===== config.mk =====
export PLATFORM = sky130hd
export DESIGN_NAME = axis_packet_arbiter
export DESIGN_NICKNAME = d
export VERILOG_FILES = /design/src/rtl/axis_packet_arbiter_pkg.sv /design/src/rtl/rr_priority_select.sv /design/src/rtl/axis_packet_arbiter.sv
export SDC_FILE = /design/constraint.sdc
export NUM_CORES = 1
export LEC_CHECK = 0
export CORE_AREA = 5 5 42 44
export CTS_CLUSTER_DIAMETER = 100
export DETAILED_ROUTE_END_ITERATION = 6
export DIE_AREA = 0 0 47 49
export GPL_ROUTABILITY_DRIVEN = 0
export PLACE_DENSITY = 0.81
export SYNTH_ARGS = -nofsm -noshare
export SYNTH_HDL_FRONTEND = slang
export SYNTH_HIERARCHICAL = 1
export SYNTH_SLANG_ARGS = --single-unit

===== constraint.sdc =====
create_clock -name clk -period 2.39 [get_ports clk]
set_input_delay 0.478 -clock clk [delete_from_list [all_inputs] [get_ports clk]]
set_output_delay 0.478 -clock clk [all_outputs]
set_load 0.02 [all_outputs]

===== src/rtl/axis_packet_arbiter_pkg.sv =====
// Shared types and helpers for the packet-level AXI stream arbiter.
package axis_packet_arbiter_pkg;

   typedef enum logic {IDLE, PASS} state_t;

   function automatic int idx_width(input int n);
      return (n <= 2) ? 1 : $clog2(n);
   endfunction

   function automatic int unsigned rr_next(input int unsigned ptr, input int unsigned n);
      return (ptr == n - 1) ? 0 : ptr + 1;
   endfunction

endpackage


===== src/rtl/rr_priority_select.sv =====
// Round-robin priority pick: first set request bit at or after ptr, wrapping.
module rr_priority_select
   import axis_packet_arbiter_pkg::*;
#(
   parameter int N     = 2,
   parameter int IDX_W = idx_width(N)
) (
   input  logic [N-1:0]     req,
   input  logic [IDX_W-1:0] ptr,
   output logic             any_req,
   output logic [IDX_W-1:0] sel
);

   localparam int unsigned NU = N;

   logic             found;
   logic [IDX_W-1:0] idx;

   always_comb begin
      found = 1'b0;
      sel   = '0;
      idx   = '0;
      for (int unsigned i = 0; i < NU; i++) begin
         idx = IDX_W'((32'(ptr) + i) % NU);
         if (!found && req[idx]) begin
            found = 1'b1;
            sel   = idx;
         end
      end
   end

   assign any_req = |req;

endmodule


===== src/rtl/axis_packet_arbiter.sv =====
// Packet-level round-robin arbiter merging N_INPUTS AXI streams into one.
// Optional grant/packet-count outputs under AXIS_PACKET_ARBITER_GRANT_OUT_EN.
module axis_packet_arbiter
   import axis_packet_arbiter_pkg::*;
#(
   parameter  int N_INPUTS       = 2,
   parameter  int AXIS_BYTES     = 1,
   parameter  int AXIS_USER_BITS = 1,
   localparam int IDX_W          = idx_width(N_INPUTS)
) (
   input  logic                                clk,
   input  logic                                aresetn,
   input  logic [N_INPUTS-1:0]                 axis_i_tvalid,
   output logic [N_INPUTS-1:0]                 axis_i_tready,
   input  logic [N_INPUTS-1:0]                 axis_i_tlast,
   input  logic [N_INPUTS*AXIS_BYTES*8-1:0]    axis_i_tdata,
   input  logic [N_INPUTS*AXIS_BYTES-1:0]      axis_i_tkeep,
   input  logic [N_INPUTS*AXIS_USER_BITS-1:0]  axis_i_tuser,
   output logic                                axis_o_tvalid,
   input  logic                                axis_o_tready,
   output logic                                axis_o_tlast,
   output logic [AXIS_BYTES*8-1:0]             axis_o_tdata,
   output logic [AXIS_BYTES-1:0]               axis_o_tkeep,
   output logic [AXIS_USER_BITS-1:0]           axis_o_tuser
`ifdef AXIS_PACKET_ARBITER_GRANT_OUT_EN
   ,
   output logic [IDX_W-1:0]                    grant_idx,
   output logic                                grant_active,
   output logic [31:0]                         pkt_count
`endif
);

   localparam int DW = AXIS_BYTES * 8;
   localparam int KW = AXIS_BYTES;
   localparam int UW = AXIS_USER_BITS;

   state_t           state;
   logic [IDX_W-1:0] grant;
   logic [IDX_W-1:0] rr_ptr;
   logic             any_req;
   logic [IDX_W-1:0] sel;
   logic             in_pass;
   logic             xfer;

   rr_priority_select #(
      .N     (N_INPUTS),
      .IDX_W (IDX_W)
   ) u_select (
      .req     (axis_i_tvalid),
      .ptr     (rr_ptr),
      .any_req (any_req),
      .sel     (sel)
   );

   assign in_pass = (state == PASS);

   // Zero-latency pass-through of the granted source; everything idles outside PASS.
   always_comb begin
      axis_o_tvalid = 1'b0;
      axis_o_tlast  = 1'b0;
      axis_o_tdata  = '0;
      axis_o_tkeep  = '0;
      axis_o_tuser  = '0;
      axis_i_tready = '0;
      for (int unsigned k = 0; k < N_INPUTS; k++) begin
         if (in_pass && grant == IDX_W'(k)) begin
            axis_o_tvalid    = axis_i_tvalid[k];
            axis_o_tlast     = axis_i_tlast[k];
            axis_o_tdata     = axis_i_tdata[k*DW +: DW];
            axis_o_tkeep     = axis_i_tkeep[k*KW +: KW];
            axis_o_tuser     = axis_i_tuser[k*UW +: UW];
            axis_i_tready[k] = axis_o_tready;
         end
      end
   end

   assign xfer = axis_o_tvalid && axis_o_tready;

   always_ff @(posedge clk or negedge aresetn) begin
      if (!aresetn) begin
         state  <= IDLE;
         grant  <= '0;
         rr_ptr <= '0;
`ifdef AXIS_PACKET_ARBITER_GRANT_OUT_EN
         pkt_count <= '0;
`endif
      end else begin
         case (state)
            IDLE: begin
               if (any_req) begin
                  grant <= sel;
                  state <= PASS;
               end
            end
            PASS: begin
               // Grant held until the tlast handshake; rotation starts after the winner.
               if (xfer && axis_o_tlast) begin
                  rr_ptr <= IDX_W'(rr_next(32'(grant), N_INPUTS));
                  state  <= IDLE;
`ifdef AXIS_PACKET_ARBITER_GRANT_OUT_EN
                  pkt_count <= pkt_count + 32'd1;
`endif
               end
            end
            default: state <= IDLE;
         endcase
      end
   end

`ifdef AXIS_PACKET_ARBITER_GRANT_OUT_EN
   assign grant_idx    = grant;
   assign grant_active = in_pass;
`endif

endmodule


-- Word-level counts from Yosys, hierarchy flattened
Index checks and enable logic that the tools add are counted.
- register bits after elaboration: 3
- bits of input ports: 27
- output and inout bits: 14
- logic and storage cells: 41
- $add $sub $neg: 2
- $lt $le $gt $ge: 2
- mux-type cells: 23
- bitwise operators: 2
- reduce and logical (&&, ||, !) cells: 9
- operators by type and width (kind ; number):
    2-to-1 mux 1 bit ; 20
    2-to-1 mux 8 bit ; 2
    logical AND 1 bit ; 5
    < comparator 1 x 2 -> 1 bit, second input constant ; 2
    AND reduction 2 bit ; 2
    adder 1 bit, second input constant ; 2
    NOT 1 bit ; 2
    one-hot mux 1 bit (2 select lines) ; 1
    OR reduction 2 bit ; 1
    logical NOT 1 bit ; 1

-- Logic depth before layout (Yosys ltp)
- depth after elaboration: 8
- depth in mapped cells: 4
- depth with buffers taken out: 3

-- Hierarchy
The synthesis kept the hierarchy.
- by module, submodules not included (module ; instances ; cells each ; area each (um^2) ; sequential area each (um^2)):
    axis_packet_arbiter ; 1 ; 39 ; 357.8 ; 75.1
    rr_priority_select ; 1 ; 3 ; 17.5 ; 0.0

-- Least setup slack after synthesis
OpenSTA, ideal clock, no wires.
- path kind: reg-to-output
- from: register grant
- to: output axis_o_tdata[1]
- arrival: 1.087 ns
- data required time: 1.912 ns
- setup slack: 0.825 ns
- cell stages (with the launch flop): 5
- path buffers: 2
- cell sequence: dfrtp_1 buf_6 buf_4 mux2i_1 nor2b_1
- word-level cells in the longest chain between the ends: 4
- elaborated cells between the ends (all ways): 5
- those cells by class: 2 x mux; 1 x bitwise; 2 x reduce/logical
- RTL lines (what ; line ; source):
    start: declaration ; axis_packet_arbiter.sv:38 ; logic [IDX_W-1:0] grant;
    start signal: assignment ; axis_packet_arbiter.sv:91 ; grant <= sel;
    NOT 1 bit ; axis_packet_arbiter.sv:66 ; if (in_pass && grant == IDX_W'(k)) begin
    logical AND 1 bit ; axis_packet_arbiter.sv:66 ;
    2-to-1 mux 8 bit ; axis_packet_arbiter.sv:66 ;
    2-to-1 mux 8 bit * ; axis_packet_arbiter.sv:66 ;
    end: declaration ; axis_packet_arbiter.sv:22 ; output logic [AXIS_BYTES*8-1:0] axis_o_tdata,
Mark *: on every way between the ends. The rest lies on a longest branch, timed or not.

-- Final worst setup path
- from: input axis_i_tlast[0]
- to: output axis_o_tlast
- word-level cells in the longest chain between the ends: 2
- RTL lines (what ; line ; source):
    start: declaration ; axis_packet_arbiter.sv:15 ; input logic [N_INPUTS-1:0] axis_i_tlast,
    2-to-1 mux 1 bit (2 in a row) ; axis_packet_arbiter.sv:66 ;
    end: declaration ; axis_packet_arbiter.sv:21 ; output logic axis_o_tlast,
No other way between the ends.

==> results.cfg <==
[outcome]
status = finished clean

[routing]
via_per_inst = 4.52
wl_per_cell_microns = 12.5
drc_errors = 0
dr.pass1.iters = 2
vias = 457
antenna_left = 0
first_iter_violations = 3
totalWireLength_mm = 1.27

[die]
die_w_microns = 47
dieArea_sq_mm = 0.00230
design.core.area_sq_mm = 0.00140
die_height_microns = 49
rows = 14
start_util_pct = 26.8
io_pins = 41

[synthesis]
synth.top_cell.area_share_pct = 34.7
ys_warn_count = 6
yosys.area.top_type = mux2i_1
synth_cell_types = 16
ys_top_cells_by_area = mux2i_1 (35%), dfrtp_1 (20%), nor2b_1 (20%)
syn_avg_cell_area_sq_um = 8.94
synth_cells = 42
syn_nets = 69
synth-seq-cells = 3
mappedNetlistArea_sq_um = 375
yosysSeqAreaShare_pct = 20.0

[sta]
fmax_ghz = 0.440
relSlewSlack_pct = 72.7
final-hold-violation-count = 0
fin_setup_tns_ps = 0
min_period_ps = 2270
fin_crit_sh_pct = 95.0
finalSetupViolCount = 0
finalClockSkew_ps = 0.743
rsz0062_at_grt = no
tightest_slew_ps = 409
slew_violations = 0

[critical_path]
critPathArrivalTime_ps = 1790
start_kind = input pin
critical_path_class = in -> out
reg2reg_depth = 3
end_kind = output pin
cp_max_fo = 2
cp.required_ps = 1910

[clock_network]
cts_setup_buffers = 0
cts_tree = built
postCtsResizedCells = 1
hold_buffers = 0
cts.clk_slew.worst_paths_ps = 30
cts_buffer_depth = 2
cts.sinks = 3
cts-htree-levels = 1
clkLatencyLatePin_ps = 230
cts-root-buf = clkbuf_4
cts_buffers = 3

[finish]
seqCellArea_sq_um = 76.3
num-fill-cells = 131
layoutNonFillerInstCount = 101
areaGrowthSynthToFinish_pct = 118
fin_util_pct = 58.4
final_cell_mix = clkdlybuf4s50_1 (39), mux2i_1 (13), nor2b_1 (12)
multi_input_area_sq_um = 270
nets = 113
final_common_cell = clkdlybuf4s50_1
drive_gt1_share_pct = 8.24
diodes = 0

[global_routing]
grt_pass1_wl_mm = 1.91
overflow = 0
antenna_found_initial = 0
grt_max_degree = 18
grt.total_usage_pct = 11.3
first_global_vias = 429

[placement]
hpwl_mm = 1.11
dpl.cell_count = 97
numPortBuffers = 40

[power]
cellLeakagePower_nw = 0.361
powerDensity_mw_per_mm2 = 914
fin_total_pwr_uw = 748
irDropWorstVdd_mv = 0.483

[job]
drv_cap = 0

[hold_path]
hold_path_class = in -> async
logic make-up (layout without fill, tap and decap cells):
family                 after synthesis  in the layout  share of synthesized area [%]
AND/OR/NAND/NOR                     18             18                           30.3
multiplexers                        14             14                           37.7
buffers and inverters                5             48                           8.00
flip-flops                           3              3                           20.0
AO/OA/AOI/OAI                        2              2                           4.00
report_power, final:
group          internal (mW)  total, mW  leakage (nW)  switching (mW)
Sequential            0.0730      0.124        0.0315          0.0514
Clock                 0.0623     0.0852        0.0150          0.0229
Combinational          0.308      0.538         0.315           0.230
synthesized netlist by cell type:
cell type	instances
buf_4	1
and2b_1	1
nand4bb_1	1
dfrtp_1	3
clkbuf_1	1
nor2_1	1
or2_1	1
buf_6	1
mux2_2	1
a21boi_1	1
mux2i_1	13
inv_1	2
nand2_1	1
nor2b_1	12
and3_1	1
o21a_1	1
stage by stage:
stage	area, sq um	setup slack, ps	hold slack (ps)
floorplan	375	825	182
global placement	788	101	516
detailed placement	788	67.9	544
CTS	816	74.7	433
global route	818	50.3	438
finish	818	119	438
registers in the layout (all words and copies together), names as in the netlist:
signal and cells:
grant 1, rr_ptr 1, in_pass 1
per-layer routing:
metal	GRT usage [%]	wire length (microns)
met4	4.15	0
met5	0	0
met1	10.4	392
met2	21.0	703
met3	4.06	171
layout make-up:
cell class                 instances  share of cell area, %
tap                               16                   2.45
sequential                         3                   9.33
inverter                           2                  0.917
clock buffer                       4                   3.21
timing repair buffer              42                   51.1
multi-input combinational         34                   33.0
worst paths after layout:
path	slack [ps]	from	to
worst min register to register	540	rr_ptr$_DFFE_PN0P_	rr_ptr$_DFFE_PN0P_
worst max register to register	1130	grant$_DFFE_PN0P_	rr_ptr$_DFFE_PN0P_
max in group asynchronous	1790	aresetn	grant$_DFFE_PN0P_
worst max-delay path	120	axis_i_tlast[0]	axis_o_tlast
worst min-delay path	440	aresetn	in_pass$_DFF_PN0_
min in group clk	540	rr_ptr$_DFFE_PN0P_	rr_ptr$_DFFE_PN0P_
worst max-delay path, stage by stage:
cell             delay, ps
clkdlybuf4s50_1        460
mux2i_1                 70
and2b_1                190
clkdlybuf4s50_1        600
(Power assumes the default switching activity.)
